[src/rtl/mem_arb_pkg.sv]
// Shared types and constants for the IF/MEM unified-memory port arbiter.
// Holds the FSM state enum, grant-source enum and legal memory-latency range.
package mem_arb_pkg;

  typedef enum logic [1:0] {
    IDLE    = 2'd0,
    BUSY_IF = 2'd1,
    BUSY_DM = 2'd2
  } state_t;

  typedef enum logic {
    GNT_IF = 1'b0,
    GNT_DM = 1'b1
  } gnt_t;

  localparam int MEM_LAT_MIN = 1;
  localparam int MEM_LAT_MAX = 7;

endpackage

[src/rtl/mem_arb_lat_cnt.sv]
// Latency counter: cleared while clr, counts up while en, done at MEM_LAT-1.
// Done is combinational from the count register; no backpressure.
module mem_arb_lat_cnt #(
  parameter int MEM_LAT = 1
) (
  input  logic clk,
  input  logic arst_n,
  input  logic clr,
  input  logic en,
  output logic done
);

  localparam int CNT_W = $clog2(MEM_LAT + 1);

  logic [CNT_W-1:0] cnt;

  always_ff @(posedge clk or negedge arst_n) begin
    if (!arst_n) begin
      cnt <= '0;
    end else if (clr) begin
      cnt <= '0;
    end else if (en) begin
      cnt <= cnt + 1'b1;
    end
  end

  assign done = (cnt == CNT_W'(MEM_LAT - 1));

endmodule

[src/rtl/mem_port_arbiter.sv]
// Arbitrates IF and MEM stages onto one fixed-latency memory: command issued in the grant cycle,
// valid pulses MEM_LAT cycles later; stalls track req & ~valid. MEM_ARB_RR_EN selects round-robin.
module mem_port_arbiter
  import mem_arb_pkg::*;
#(
  parameter int ADDR_W  = 32,
  parameter int DATA_W  = 32,
  parameter int MEM_LAT = 1
) (
  input  logic                  clk,
  input  logic                  arst_n,
  input  logic                  if_req,
  input  logic [ADDR_W-1:0]     if_addr,
  output logic [DATA_W-1:0]     if_rdata,
  output logic                  if_valid,
  output logic                  if_stall,
  input  logic                  dm_req,
  input  logic                  dm_we,
  input  logic [DATA_W/8-1:0]   dm_be,
  input  logic [ADDR_W-1:0]     dm_addr,
  input  logic [DATA_W-1:0]     dm_wdata,
  output logic [DATA_W-1:0]     dm_rdata,
  output logic                  dm_valid,
  output logic                  dm_stall,
  output logic                  mem_en,
  output logic                  mem_we,
  output logic [DATA_W/8-1:0]   mem_be,
  output logic [ADDR_W-1:0]     mem_addr,
  output logic [DATA_W-1:0]     mem_wdata,
  input  logic [DATA_W-1:0]     mem_rdata
);

  if (MEM_LAT < MEM_LAT_MIN || MEM_LAT > MEM_LAT_MAX) begin : g_lat_chk
    $error("mem_port_arbiter: MEM_LAT must be within 1..7");
  end

  state_t state, state_nxt;
  gnt_t   gnt;
  logic   cnt_done;

`ifdef MEM_ARB_RR_EN
  // rr_ptr == 0 favours IF on the next contended grant
  logic rr_ptr;

  always_comb begin
    if (if_req && dm_req) begin
      gnt = rr_ptr ? GNT_DM : GNT_IF;
    end else begin
      gnt = dm_req ? GNT_DM : GNT_IF;
    end
  end

  always_ff @(posedge clk or negedge arst_n) begin
    if (!arst_n) begin
      rr_ptr <= 1'b0;
    end else if (state == IDLE && if_req && dm_req) begin
      rr_ptr <= (gnt == GNT_IF);
    end
  end
`else
  always_comb begin
    gnt = dm_req ? GNT_DM : GNT_IF;
  end
`endif

  mem_arb_lat_cnt #(
    .MEM_LAT (MEM_LAT)
  ) u_lat_cnt (
    .clk    (clk),
    .arst_n (arst_n),
    .clr    (state == IDLE),
    .en     (state != IDLE),
    .done   (cnt_done)
  );

  always_ff @(posedge clk or negedge arst_n) begin
    if (!arst_n) begin
      state <= IDLE;
    end else begin
      state <= state_nxt;
    end
  end

  always_comb begin
    state_nxt = state;
    mem_en    = 1'b0;
    mem_we    = 1'b0;
    mem_be    = '0;
    mem_addr  = '0;
    mem_wdata = '0;
    if_valid  = 1'b0;
    dm_valid  = 1'b0;
    case (state)
      IDLE: begin
        if (if_req || dm_req) begin
          mem_en = 1'b1;
          if (gnt == GNT_DM) begin
            mem_we    = dm_we;
            mem_be    = dm_be;
            mem_addr  = dm_addr;
            mem_wdata = dm_wdata;
            state_nxt = BUSY_DM;
          end else begin
            // fetches always read the full word
            mem_be    = '1;
            mem_addr  = if_addr;
            state_nxt = BUSY_IF;
          end
        end
      end
      BUSY_IF: begin
        if (cnt_done) begin
          if_valid  = if_req;
          state_nxt = IDLE;
        end
      end
      BUSY_DM: begin
        if (cnt_done) begin
          dm_valid  = dm_req;
          state_nxt = IDLE;
        end
      end
      default: state_nxt = IDLE;
    endcase
  end

  assign if_rdata = mem_rdata;
  assign dm_rdata = mem_rdata;
  assign if_stall = if_req & ~if_valid;
  assign dm_stall = dm_req & ~dm_valid;

endmodule
[config.mk]
export PLATFORM = sky130hd
export DESIGN_NAME = mem_port_arbiter
export DESIGN_NICKNAME = d
export VERILOG_FILES = /design/src/rtl/mem_arb_pkg.sv /design/src/rtl/mem_arb_lat_cnt.sv /design/src/rtl/mem_port_arbiter.sv
export SDC_FILE = /design/constraint.sdc
export NUM_CORES = 1
export LEC_CHECK = 0
export ABC_AREA = 1
export BUFFER_PORTS_ARGS = -buffer_cell sky130_fd_sc_hd__buf_2
export CAP_MARGIN = 5
export CORE_AREA = 5 5 104 106
export CTS_CLUSTER_SIZE = 20
export DETAILED_ROUTE_END_ITERATION = 10
export DIE_AREA = 0 0 109 111
export PLACE_DENSITY_LB_ADDON = 0.3
export SYNTH_ARGS = -nofsm -noshare
export SYNTH_HDL_FRONTEND = slang
export SYNTH_SLANG_ARGS = --single-unit
[constraint.sdc]
create_clock -name clk -period 1.6 [get_ports clk]
set_input_delay 0 -clock clk [delete_from_list [all_inputs] [get_ports clk]]
set_output_delay 0 -clock clk [all_outputs]
set_load 0.1 [all_outputs]
==> metrics.md <==
| Metric | Value |
|---|---|
| Final Hold Slack | 0.0000608 ns |
| Total grt overflow | 0 |
| Final core utilization | 41.2% |
| DP HPWL | 6190 um |
| Outcome | finished, violations left |
| Initial Util | 16.1% |
| Worst-Margin Slew | 0.397 ns |
| Final Setup Violations | 41 |
| Unique masters post-synth | 14 |
| Largest net degree at the start of global routing | 27 |
| Peak supply drop | 0.000750 V |
| DIE HEIGHT | 111 um |
| CTS H-Tree Depth | 1 |
| Max-Cap Viols | 0 |
| Placed cell area | 0.00362 mm2 |
| Lkg Pwr | 0.00191 uW |
| Power Dens Cells | 1880 mW/mm2 |
| Setup WS post-layout | -0.0466 ns |
| Worst r2r dst | state[0] |
| Syn Inst Count | 285 |
| Share of layout cells above drive strength 1 | 74.7% |
| Yosys warns | 0 |
| CTS tree | built |
| Starting DRT DRC Count | 71 |
| Violated checks | setup timing |
| Seq/Total Area, Yosys | 4.81% |
| Post-Route WL | 7490 um |
| All-Layer GR Usage | 11.8% |
| Min-delay worst type | in2out |
| Critical Path End | mem_wdata[30] |
| Vias after detailed routing | 2,152 |
| Cells after DPL | 526 |
| Row count | 36 |
| CTS root buf | clkbuf_8 |
| CP max FO | 8 |
| CTS buffer count | 3 |
| Worst setup EP type | output port |
| Synthesis-to-layout area growth | 155% |
| Global-route wire length before repair | 11,600 um |
| Part of the cycle the worst path needs | 103% |
| Post-Layout Inst Area | 0.00399 mm2 |
| RSZ-0062 raised after global routing | yes |
| Flops & latches, synth | 3 |
| Fin. Hold Viols | 0 |
| Final net count | 553 |
| Fin. max-slew vios | 0 |
| Mapped cell area | 0.00156 mm2 |
| Fmax | 607 MHz |
| Residual DRC | 0 |
| Antenna violations before repair | 0 |
| IO Pins | 275 |
| WS Path Type | reg2out |
| Clock transition at path regs | 0.03 ns |
| Worst flop-to-flop path startpoint | state[0] |
| Worst EP required | 1.60 ns |
| Net Count, Synth | 426 |
| Die X-Extent | 109 um |
| Critical Path Start | state[0] |
| Post-route ant nets | 0 |
| Clock buffer depth | 2 |
| Sink Count | 3 |
| Vias in the first global route | 2,318 |
| First-pass iteration count of the detailed router | 3 |
| Avg Cell Area, Syn | 5.48 um2 |
| Non-Filler Instances | 544 |
| Crit start category | register |
| R2R setup slack | 0.26 ns |
| Core area | 0.00968 mm2 |
| Gp weighted congestion | 0.711 |
| Number of vias per cell | 3.96 |
| Routed len/inst | 13.8 um |
| Cell count of the worst reg-to-reg path | 9 |
| Max-slew headroom | 73.5% |
| I/O Buffers | 178 |
| Full die area | 0.0121 mm2 |
| Arrival @ worst endpoint | 1.65 ns |
| # diodes | 0 |
| Fin crit period | 1.65 ns |
| Final Skew | 0.00166 ns |
| Clock Latency Late Sink | 0.21 ns |
-- sequential cells by signal, summed over array words and instances, names as in the netlist --
name	flops
state	2
u_lat_cnt.cnt	1
-- placed cells by master (no fill, tap or decap), types with 4 or more instances in the layout --
master     n
buf_2    104
buf_12    78
nand3_1   45
nor2_4    37
inv_1     35
nand2_2   27
nand3_2   15
buf_4     15
nand2_1    9
nor2_1     6
nor2_2     6
nand2_4    5
buf_6      5
nand3_4    4
-- final cells by class --
cell class              count  area [um2]
inverters                  39         149
multi-input cells         161        1260
clock buffers               4        45.0
well taps                 133         166
fillers                   955        5700
repair buffers            204        2290
flip-flops and latches      3        75.1
-- metrics by stage --
| step | setup WS, ns | TNS (ns) | total power [uW] |
|---|---|---|---|
| floorplan | -0.447 | -5.31 | 5210 |
| global placement | 0.0355 | 0 | 6860 |
| detailed placement | -0.000424 | -0.000424 | 6910 |
| CTS | -0.0501 | -1.32 | 7490 |
| global route | -0.124 | -4.63 | 7770 |
| finish | -0.0466 | -0.854 | 7510 |
-- kinds of logic after synthesis --
group	synth area share, %
adders and majority gates	3.21
and+or+nand+nor	42.6
buffers and inverters	48.2
AOI/OAI and AO/OA	1.20
DFF	4.81
-- worst min path at each step --
stage                     cells past startpoint            end     startpoint
after floorplan                               0       state[0]         arst_n
final                                         0    if_rdata[7]   mem_rdata[7]
after detailed placement                      1  u_lat_cnt.cnt         arst_n
after global routing                          0   if_rdata[22]  mem_rdata[22]
after global placement                        1  u_lat_cnt.cnt         arst_n
after CTS                                     0   dm_rdata[21]  mem_rdata[21]
-- repair_timing --
item | in CTS | in global routing
hold endpoints to repair | 3 | 0
setup endpoints to repair | 61 | 65
gates cloned | 2 | 0
pin swaps | 8 | 23
buffers inserted | 9 | 3
gates resized for setup | 14 | 30
hold buffers | 1 | 0
-- power breakdown --
| part | internal (uW) | switching [uW] |
|---|---|---|
| sequential | 110 | 33.3 |
| clock | 170 | 48.7 |
| combinational | 2500 | 4650 |
| total | 2780 | 4730 |
-- layer usage --
metal	GRT usage, %	wire [um]	vias up
met5	0	0	-
met1	11.0	2270	965
met3	3.55	769	24
met2	23.7	4280	106
met4	3.79	180	0
li1	-	-	1057
-- worst max-delay path: stages, from the launching register on --
cell and delay [ns]:
dfrtp_1 0.38, inv_2 0.09, ha_4 0.16, buf_4 0.12, nand2_4 0.14, buf_12 0.22, nor2_4 0.13, buf_12 0.18
-- Yosys cell counts, drive strengths merged --
cell,instances,area [um2]
a21oi,1,5.00
buf,82,606
dfrtp,3,75.1
ha,4,50.1
inv,39,146
nand2,41,154
nand3,64,320
nor2,49,191
o21ai,2,13.8
(Power assumes the default switching activity.)
